$ cat config.mk
export PLATFORM = sky130hd
export DESIGN_NAME = vram_arbiter_flat
export DESIGN_NICKNAME = d
export VERILOG_FILES = /design/src/rtl/vram_arbiter_if.sv /design/src/rtl/vram_arbiter.sv /design/src/flat_wrapper.sv
export SDC_FILE = /design/constraint.sdc
export NUM_CORES = 1
export LEC_CHECK = 0
export BUFFER_PORTS_ARGS = -buffer_cell sky130_fd_sc_hd__buf_4
export CAP_MARGIN = 10
export CORE_MARGIN = 2
export CORE_UTILIZATION = 49
export DETAILED_ROUTE_END_ITERATION = 10
export GPL_TIMING_DRIVEN = 0
export PLACE_DENSITY = 0.94
export SETUP_SLACK_MARGIN = 0.4
export SLEW_MARGIN = 20
export SYNTH_ARGS = -nofsm -noshare
export SYNTH_HDL_FRONTEND = slang
export SYNTH_SLANG_ARGS = --single-unit
$ cat constraint.sdc
create_clock -name clk -period 4.6 [get_ports clk]
set_input_delay 0.23 -clock clk [delete_from_list [all_inputs] [get_ports clk]]
set_output_delay 0.23 -clock clk [all_outputs]
set_load 0.05 [all_outputs]
$ cat src/rtl/vram_arbiter_if.sv
// Signal bundle for vram_arbiter: scanout read port, two client ports, BRAM port and status.
// The master modport is the requester/BRAM side, the slave modport is the arbiter.
interface vram_arbiter_if #(
  parameter int unsigned AW = 17,
  parameter int unsigned DW = 12
);
  logic            scan_req;
  logic [AW-1:0]   scan_addr;
  logic            scan_rvalid;
  logic [DW-1:0]   scan_rdata;
  logic [1:0]      cl_req;
  logic [1:0]      cl_we;
  logic [2*AW-1:0] cl_addr;
  logic [2*DW-1:0] cl_wdata;
  logic [1:0]      cl_gnt;
  logic [1:0]      cl_rvalid;
  logic [DW-1:0]   cl_rdata;
  logic            mem_en;
  logic            mem_we;
  logic [AW-1:0]   mem_addr;
  logic [DW-1:0]   mem_wdata;
  logic [DW-1:0]   mem_rdata;
  logic            starve;
  logic [15:0]     conflict_cnt;

  modport master (
    output scan_req, scan_addr, cl_req, cl_we, cl_addr, cl_wdata, mem_rdata,
    input  scan_rvalid, scan_rdata, cl_gnt, cl_rvalid, cl_rdata,
    input  mem_en, mem_we, mem_addr, mem_wdata, starve, conflict_cnt
  );

  modport slave (
    input  scan_req, scan_addr, cl_req, cl_we, cl_addr, cl_wdata, mem_rdata,
    output scan_rvalid, scan_rdata, cl_gnt, cl_rvalid, cl_rdata,
    output mem_en, mem_we, mem_addr, mem_wdata, starve, conflict_cnt
  );
endinterface

$ cat src/rtl/vram_arbiter.sv
// Frame-buffer BRAM arbiter: scanout has absolute priority, two clients share round-robin.
// Define VRAM_ARB_STATS_EN to enable the scan-blocked-client conflict counter.
module vram_arbiter #(
  parameter int unsigned AW       = 17,
  parameter int unsigned DW       = 12,
  parameter int unsigned WAIT_MAX = 1023
) (
  input logic           clk,
  input logic           rst,
  vram_arbiter_if.slave bus
);
  localparam int unsigned WW = $clog2(WAIT_MAX + 1);
  typedef logic [WW-1:0] wait_t;
  localparam wait_t WaitMax = wait_t'(WAIT_MAX);

  logic          mem_en_q, mem_en_d;
  logic          mem_we_q, mem_we_d;
  logic [AW-1:0] mem_addr_q, mem_addr_d;
  logic [DW-1:0] mem_wdata_q, mem_wdata_d;
  logic [1:0]    gnt_q, gnt_d;
  logic          rr_q, rr_d;
  logic          iss_scan_q, iss_scan_d;
  logic [1:0]    iss_cl_q, iss_cl_d;
  logic          scan_rv_q, scan_rv_d;
  logic [1:0]    cl_rv_q, cl_rv_d;
  wait_t [1:0]   wait_q, wait_d;
  logic          starve_q, starve_d;
  logic [1:0]    elig;
  logic          win;

  // A client granted in the current cycle is masked so a held request is not issued twice.
  assign elig = bus.cl_req & ~gnt_q;

  always_comb begin
    win         = 1'b0;
    mem_en_d    = 1'b0;
    mem_we_d    = 1'b0;
    mem_addr_d  = mem_addr_q;
    mem_wdata_d = mem_wdata_q;
    gnt_d       = 2'b00;
    rr_d        = rr_q;
    iss_scan_d  = 1'b0;
    iss_cl_d    = 2'b00;
    scan_rv_d   = iss_scan_q;
    cl_rv_d     = iss_cl_q;

    if (bus.scan_req) begin
      mem_en_d   = 1'b1;
      mem_addr_d = bus.scan_addr;
      iss_scan_d = 1'b1;
    end else if (elig != 2'b00) begin
      win         = (elig == 2'b11) ? rr_q : elig[1];
      mem_en_d    = 1'b1;
      mem_we_d    = bus.cl_we[win];
      mem_addr_d  = win ? bus.cl_addr[AW +: AW] : bus.cl_addr[0 +: AW];
      mem_wdata_d = win ? bus.cl_wdata[DW +: DW] : bus.cl_wdata[0 +: DW];
      gnt_d[win]  = 1'b1;
      rr_d        = ~win;
      iss_cl_d[win] = ~bus.cl_we[win];
    end

    for (int i = 0; i < 2; i++) begin
      if (bus.cl_req[i] && !gnt_q[i]) begin
        wait_d[i] = (wait_q[i] == WaitMax) ? WaitMax : wait_q[i] + wait_t'(1);
      end else begin
        wait_d[i] = '0;
      end
    end
    starve_d = starve_q | (wait_d[0] == WaitMax) | (wait_d[1] == WaitMax);
  end

  always_ff @(posedge clk or posedge rst) begin
    if (rst) begin
      mem_en_q    <= 1'b0;
      mem_we_q    <= 1'b0;
      mem_addr_q  <= '0;
      mem_wdata_q <= '0;
      gnt_q       <= 2'b00;
      rr_q        <= 1'b0;
      iss_scan_q  <= 1'b0;
      iss_cl_q    <= 2'b00;
      scan_rv_q   <= 1'b0;
      cl_rv_q     <= 2'b00;
      wait_q      <= '0;
      starve_q    <= 1'b0;
    end else begin
      mem_en_q    <= mem_en_d;
      mem_we_q    <= mem_we_d;
      mem_addr_q  <= mem_addr_d;
      mem_wdata_q <= mem_wdata_d;
      gnt_q       <= gnt_d;
      rr_q        <= rr_d;
      iss_scan_q  <= iss_scan_d;
      iss_cl_q    <= iss_cl_d;
      scan_rv_q   <= scan_rv_d;
      cl_rv_q     <= cl_rv_d;
      wait_q      <= wait_d;
      starve_q    <= starve_d;
    end
  end

`ifdef VRAM_ARB_STATS_EN
  logic [15:0] conf_q, conf_d;

  always_comb begin
    conf_d = conf_q;
    if (bus.scan_req && (elig != 2'b00) && (conf_q != 16'hFFFF)) begin
      conf_d = conf_q + 16'd1;
    end
  end

  always_ff @(posedge clk or posedge rst) begin
    if (rst) begin
      conf_q <= 16'h0000;
    end else begin
      conf_q <= conf_d;
    end
  end

  assign bus.conflict_cnt = conf_q;
`else
  assign bus.conflict_cnt = 16'h0000;
`endif

  assign bus.mem_en      = mem_en_q;
  assign bus.mem_we      = mem_we_q;
  assign bus.mem_addr    = mem_addr_q;
  assign bus.mem_wdata   = mem_wdata_q;
  assign bus.cl_gnt      = gnt_q;
  assign bus.scan_rvalid = scan_rv_q;
  assign bus.cl_rvalid   = cl_rv_q;
  // Read data is gated so it reads 0 whenever no return is in progress, including in reset.
  assign bus.scan_rdata  = scan_rv_q ? bus.mem_rdata : '0;
  assign bus.cl_rdata    = (cl_rv_q != 2'b00) ? bus.mem_rdata : '0;
  assign bus.starve      = starve_q;
endmodule

$ cat src/flat_wrapper.sv
// flat-port wrapper written by rule: the top's interface ports become plain ports
module vram_arbiter_flat 
#(
  parameter int unsigned AW       = 17,
  parameter int unsigned DW       = 12,
  parameter int unsigned WAIT_MAX = 1023
)
  (clk, rst, bus_scan_req, bus_scan_addr, bus_cl_req, bus_cl_we, bus_cl_addr, bus_cl_wdata, bus_mem_rdata, bus_scan_rvalid, bus_scan_rdata, bus_cl_gnt, bus_cl_rvalid, bus_cl_rdata, bus_mem_en, bus_mem_we, bus_mem_addr, bus_mem_wdata, bus_starve, bus_conflict_cnt);
  vram_arbiter_if #(.AW(AW), .DW(DW)) bus_i ();
  input logic clk;
  input logic rst;
  input wire logic [$bits(bus_i.scan_req)-1:0] bus_scan_req;
  input wire logic [$bits(bus_i.scan_addr)-1:0] bus_scan_addr;
  input wire logic [$bits(bus_i.cl_req)-1:0] bus_cl_req;
  input wire logic [$bits(bus_i.cl_we)-1:0] bus_cl_we;
  input wire logic [$bits(bus_i.cl_addr)-1:0] bus_cl_addr;
  input wire logic [$bits(bus_i.cl_wdata)-1:0] bus_cl_wdata;
  input wire logic [$bits(bus_i.mem_rdata)-1:0] bus_mem_rdata;
  output wire logic [$bits(bus_i.scan_rvalid)-1:0] bus_scan_rvalid;
  output wire logic [$bits(bus_i.scan_rdata)-1:0] bus_scan_rdata;
  output wire logic [$bits(bus_i.cl_gnt)-1:0] bus_cl_gnt;
  output wire logic [$bits(bus_i.cl_rvalid)-1:0] bus_cl_rvalid;
  output wire logic [$bits(bus_i.cl_rdata)-1:0] bus_cl_rdata;
  output wire logic [$bits(bus_i.mem_en)-1:0] bus_mem_en;
  output wire logic [$bits(bus_i.mem_we)-1:0] bus_mem_we;
  output wire logic [$bits(bus_i.mem_addr)-1:0] bus_mem_addr;
  output wire logic [$bits(bus_i.mem_wdata)-1:0] bus_mem_wdata;
  output wire logic [$bits(bus_i.starve)-1:0] bus_starve;
  output wire logic [$bits(bus_i.conflict_cnt)-1:0] bus_conflict_cnt;
  assign bus_i.scan_req = bus_scan_req;
  assign bus_i.scan_addr = bus_scan_addr;
  assign bus_i.cl_req = bus_cl_req;
  assign bus_i.cl_we = bus_cl_we;
  assign bus_i.cl_addr = bus_cl_addr;
  assign bus_i.cl_wdata = bus_cl_wdata;
  assign bus_i.mem_rdata = bus_mem_rdata;
  assign bus_scan_rvalid = bus_i.scan_rvalid;
  assign bus_scan_rdata = bus_i.scan_rdata;
  assign bus_cl_gnt = bus_i.cl_gnt;
  assign bus_cl_rvalid = bus_i.cl_rvalid;
  assign bus_cl_rdata = bus_i.cl_rdata;
  assign bus_mem_en = bus_i.mem_en;
  assign bus_mem_we = bus_i.mem_we;
  assign bus_mem_addr = bus_i.mem_addr;
  assign bus_mem_wdata = bus_i.mem_wdata;
  assign bus_starve = bus_i.starve;
  assign bus_conflict_cnt = bus_i.conflict_cnt;
  vram_arbiter #(.AW(AW), .DW(DW), .WAIT_MAX(WAIT_MAX)) u_core (.clk(clk), .rst(rst), .bus(bus_i));
endmodule
==> impl_results.md <==
- Die Y-Extent: 85.2 um
- Final Setup Violations: 0
- Cell area power density: 355 nW/um^2
- Flops & latches, synth: 61
- Cell area after synthesis: 3230 um^2
- CP Max Fanout: 8
- Fin. max-slew vios: 0
- Worst relative slew slack: 51.5%
- Max incr delay on CP: 0.43 ns
- Post-synthesis xor/xnor area fraction: 2.17%
- Crit path DAT: 2.31 ns
- Vias in the first global route: 3299
- WL/cell: 15.7 um
- Overall Global Routing Usage: 26.9%
- Seq pwr share: 37.0%
- Top Family by Delay on Critical Path: simple AND/OR/NAND/NOR gates
- Cell area after layout: 4750 um^2
- H-tree depth: 3
- Leak Pwr: 2.38 nW
- Worst Tran Pin Value: 0.727 ns
- Initial antenna violation count: 0
- Layout net count: 610
- Grt ovf: 0
- Synth warnings: 0
- Area delta synth->final: 46.9%
- RePlAce Congestion: 0.820
- Compound-Gate Fraction of Synth Area: 15.4%
- Die ar.: 7260 um^2
- # clock sinks: 61
- CP bufs+invs: 0
- Fraction of layout cells with a size suffix above 1: 39.7%
- Worst-Skew Late Latency: 0.34 ns
- I/O pin cnt: 171
- Net Sw Frac: 36.0%
- CP max-delay cell: dfrtp_1
- Initial DRC count: 235
- Syn avg cell area: 9.68 um^2
- Number of fill cells in the layout: 411
- # DRC: 0
- CTS tree: built
- P_int: 1.08 mW
- Fin. Hold Viols: 0
- Pin count of the biggest net entering global routing: 62
- Ys flop type: dfrtp_1
- Routed WL: 9.37 mm
- Die X: 85.2 um
- Setup bufs post-CTS: 0
- Fraction of the mapped netlist area in adder cells: 0.774%
- Crit path kind: flop to flop
- Fraction of the cycle the final worst path needs: 44.3%
- Worst Setup End Kind: flop
- Async S/R FF share, synth: 100%
- Placed inst area: 4540 um^2
- Final setup TNS: 0 ns
- Max_cap viols: 0
- Max Buffers Root-to-Sink: 2
- Peak VDD IR: 304 uV
- Num CTS Buffers: 9
- Synth Instances: 334
- CP Data Required Time: 4.87 ns
- Simple-gate portion of the synthesized area: 19.1%
- Minimum clock period after layout: 2.04 ns
- Resized Gates After CTS: 0
- Vias after detailed routing: 3208
- Mux cell area share after synthesis: 7.70%
- Global-route wire length before repair: 15.4 mm
- Detail-routed via count per cell: 5.38
- Comb power frac: 32.8%
- DRT Pass-1 Iters: 4
- Root buf cell: clkbuf_8
- Status: finished, final reports clean
- Type of the worst min-delay path: primary input to async pin
- Fmax: 491 MHz
- Worst Setup Start Kind: flop
- Cell Rows: 29
- CP Cell Sequence: ha_1 > nand3_1 > nor2_1 > nand4_1 > a21boi_0 > a311o_1
- Post-cts hold buffer count: 0
- Initial Util: 50.9%
- Combinational family with the most area after synthesis: simple AND/OR/NAND/NOR gates
- Register area share after synthesis: 47.2%
- Core Area: 6350 um^2
- Worst-path clk slew: 0.06 ns
- Number of routed nets with antenna violations: 0
- DP HPWL: 7.01 mm
- EDFF count, synth: 0
- Port Buffers: 154
- Worst Skew: 0.00965 ns
- Clk pwr share: 30.2%
- Sw Pwr: 0.608 mW
- Yosys cell types: 51
- Antenna Cells: 0
- Unrepaired setup endpoints after global routing: no
## cell usage in the layout (no fill, tap or decap), types with 2 or more instances in the layout
master / Yosys / final
nor2_1: 24 / 24
buf_4: 17 / 171
a21boi_0: 2 / 2
and4_1: 2 / 2
nand2_1: 40 / 40
nor4b_1: 2 / 2
o21ai_0: 17 / 17
and3_1: 3 / 3
a31oi_1: 16 / 16
a21oi_1: 18 / 18
buf_2: 3 / 3
buf_6: 3 / 3
xnor2_1: 4 / 4
xor2_1: 4 / 4
nor3_1: 6 / 6
clkinv_2: 0 / 3
clkbuf_1: 11 / 13
a22oi_1: 10 / 10
mux2_2: 7 / 7
clkbuf_8: 0 / 9
and2_1: 13 / 13
conb_1: 1 / 16
nor2b_1: 12 / 12
nand3_1: 5 / 5
a211oi_1: 3 / 3
ha_1: 2 / 2
mux2i_1: 17 / 17
dfrtp_1: 61 / 61
nand2b_1: 2 / 2
inv_1: 6 / 5
bufinv_16: 0 / 2
## sequential cells by signal (all words and copies together) (netlist names)
register and cells:
u_core.bus.cl_gnt 2, u_core.bus.cl_rvalid 2, u_core.bus.mem_addr 17, u_core.bus.mem_en 1, u_core.bus.mem_wdata 12, u_core.bus.mem_we 1, u_core.bus.scan_rvalid 1, u_core.bus.starve 1
u_core.cl_rv_d 2, u_core.iss_scan_q 1, u_core.rr_q 1, u_core.wait_q 20
## routing by layer
layer  GRT usage, %  part of all wire [%]
met2           48.4                    52
met5              0                     0
met3           7.98                   8.9
met4           12.0                   3.2
met1           29.2                    36
## cells by family after synthesis
kind of cell,count (synthesis)
simple gates,120
fa+ha+maj,2
xor+xnor,8
mux,24
buf+inv,41
flops,61
other cells,1
compound gates,77
## final cells by class
type                            instances  area, um^2  share of cell area (%)
Timing Repair Buffer                  154        1160                    24.3
Tap cell                               77        96.3                    2.03
Clock buffer                           11         131                    2.77
Multi-Input combinational cell        247        1520                    32.0
Clock inverter                          5        75.1                    1.58
Sequential cell                        61        1530                    32.1
Buffer                                 34         218                    4.58
Inverter                                7        28.8                   0.606
## synth_stat cells, types with 2 or more instances
cell      count  share of area (%)
a211oi_1      3               0.70
a21boi_0      2               0.46
a21oi_1      18                2.8
a22oi_1      10                2.3
a31oi_1      16                3.1
and2_1       13                2.5
and3_1        3               0.58
and4_1        2               0.54
buf_2         3               0.46
buf_4        17                3.9
buf_6         3                1.0
clkbuf_1     11                1.3
dfrtp_1      61                 47
ha_1          2               0.77
inv_1         6               0.70
mux2_2        7                2.4
mux2i_1      17                5.3
nand2_1      40                4.6
nand2b_1      2               0.39
nand3_1       5               0.77
nor2_1       24                2.8
nor2b_1      12                2.3
nor3_1        6               0.93
nor4b_1       2               0.54
o21ai_0      17                2.6
xnor2_1       4                1.1
xor2_1        4                1.1
## metrics by stage
step	cells	hold WS (ns)	power [mW]	util (%)	setup slack, ns
5_1_grt	596	0.00440	1.75	74.8	2.42
2_1_floorplan	349	0.261	0.984	-	2.68
3_5_place_dp	580	0.343	1.18	71.6	2.63
4_1_cts	596	0.00893	1.69	74.8	2.61
3_3_place_gp	580	0.342	1.17	71.5	2.19
6_report	596	0.0136	1.69	74.8	2.56
## worst paths after layout
path | startpoint | slack [ns] | endpoint | depth (start not counted)
max | u_core.wait_q[0]$_DFF_PP0_ | 2.56 | u_core.bus.starve$_DFF_PP0_ | 6
min | rst | 0.01 | u_core.iss_scan_q$_DFF_PP0_ | 2
max reg2reg | u_core.wait_q[0]$_DFF_PP0_ | 2.56 | u_core.bus.starve$_DFF_PP0_ | 6
min reg2reg | u_core.iss_scan_q$_DFF_PP0_ | 0.36 | u_core.bus.scan_rvalid$_DFF_PP0_ | 0
max in group asynchronous | rst | 4.10 | u_core.bus.mem_wdata[1]$_DFFE_PP0P_ | 2
min in group clk | bus_scan_req | 0.02 | u_core.iss_scan_q$_DFF_PP0_ | 1
## power by group through the flow
stage | Sequential [mW] | Combinational (mW) | Clock, mW
finish | 0.624 | 0.553 | 0.510
global route | 0.629 | 0.584 | 0.541
CTS | 0.623 | 0.554 | 0.514
detailed placement | 0.631 | 0.550 | 0
global placement | 0.629 | 0.538 | 0
floorplan | 0.778 | 0.206 | 0
No activity file was read; power rests on OpenSTA's default activity.
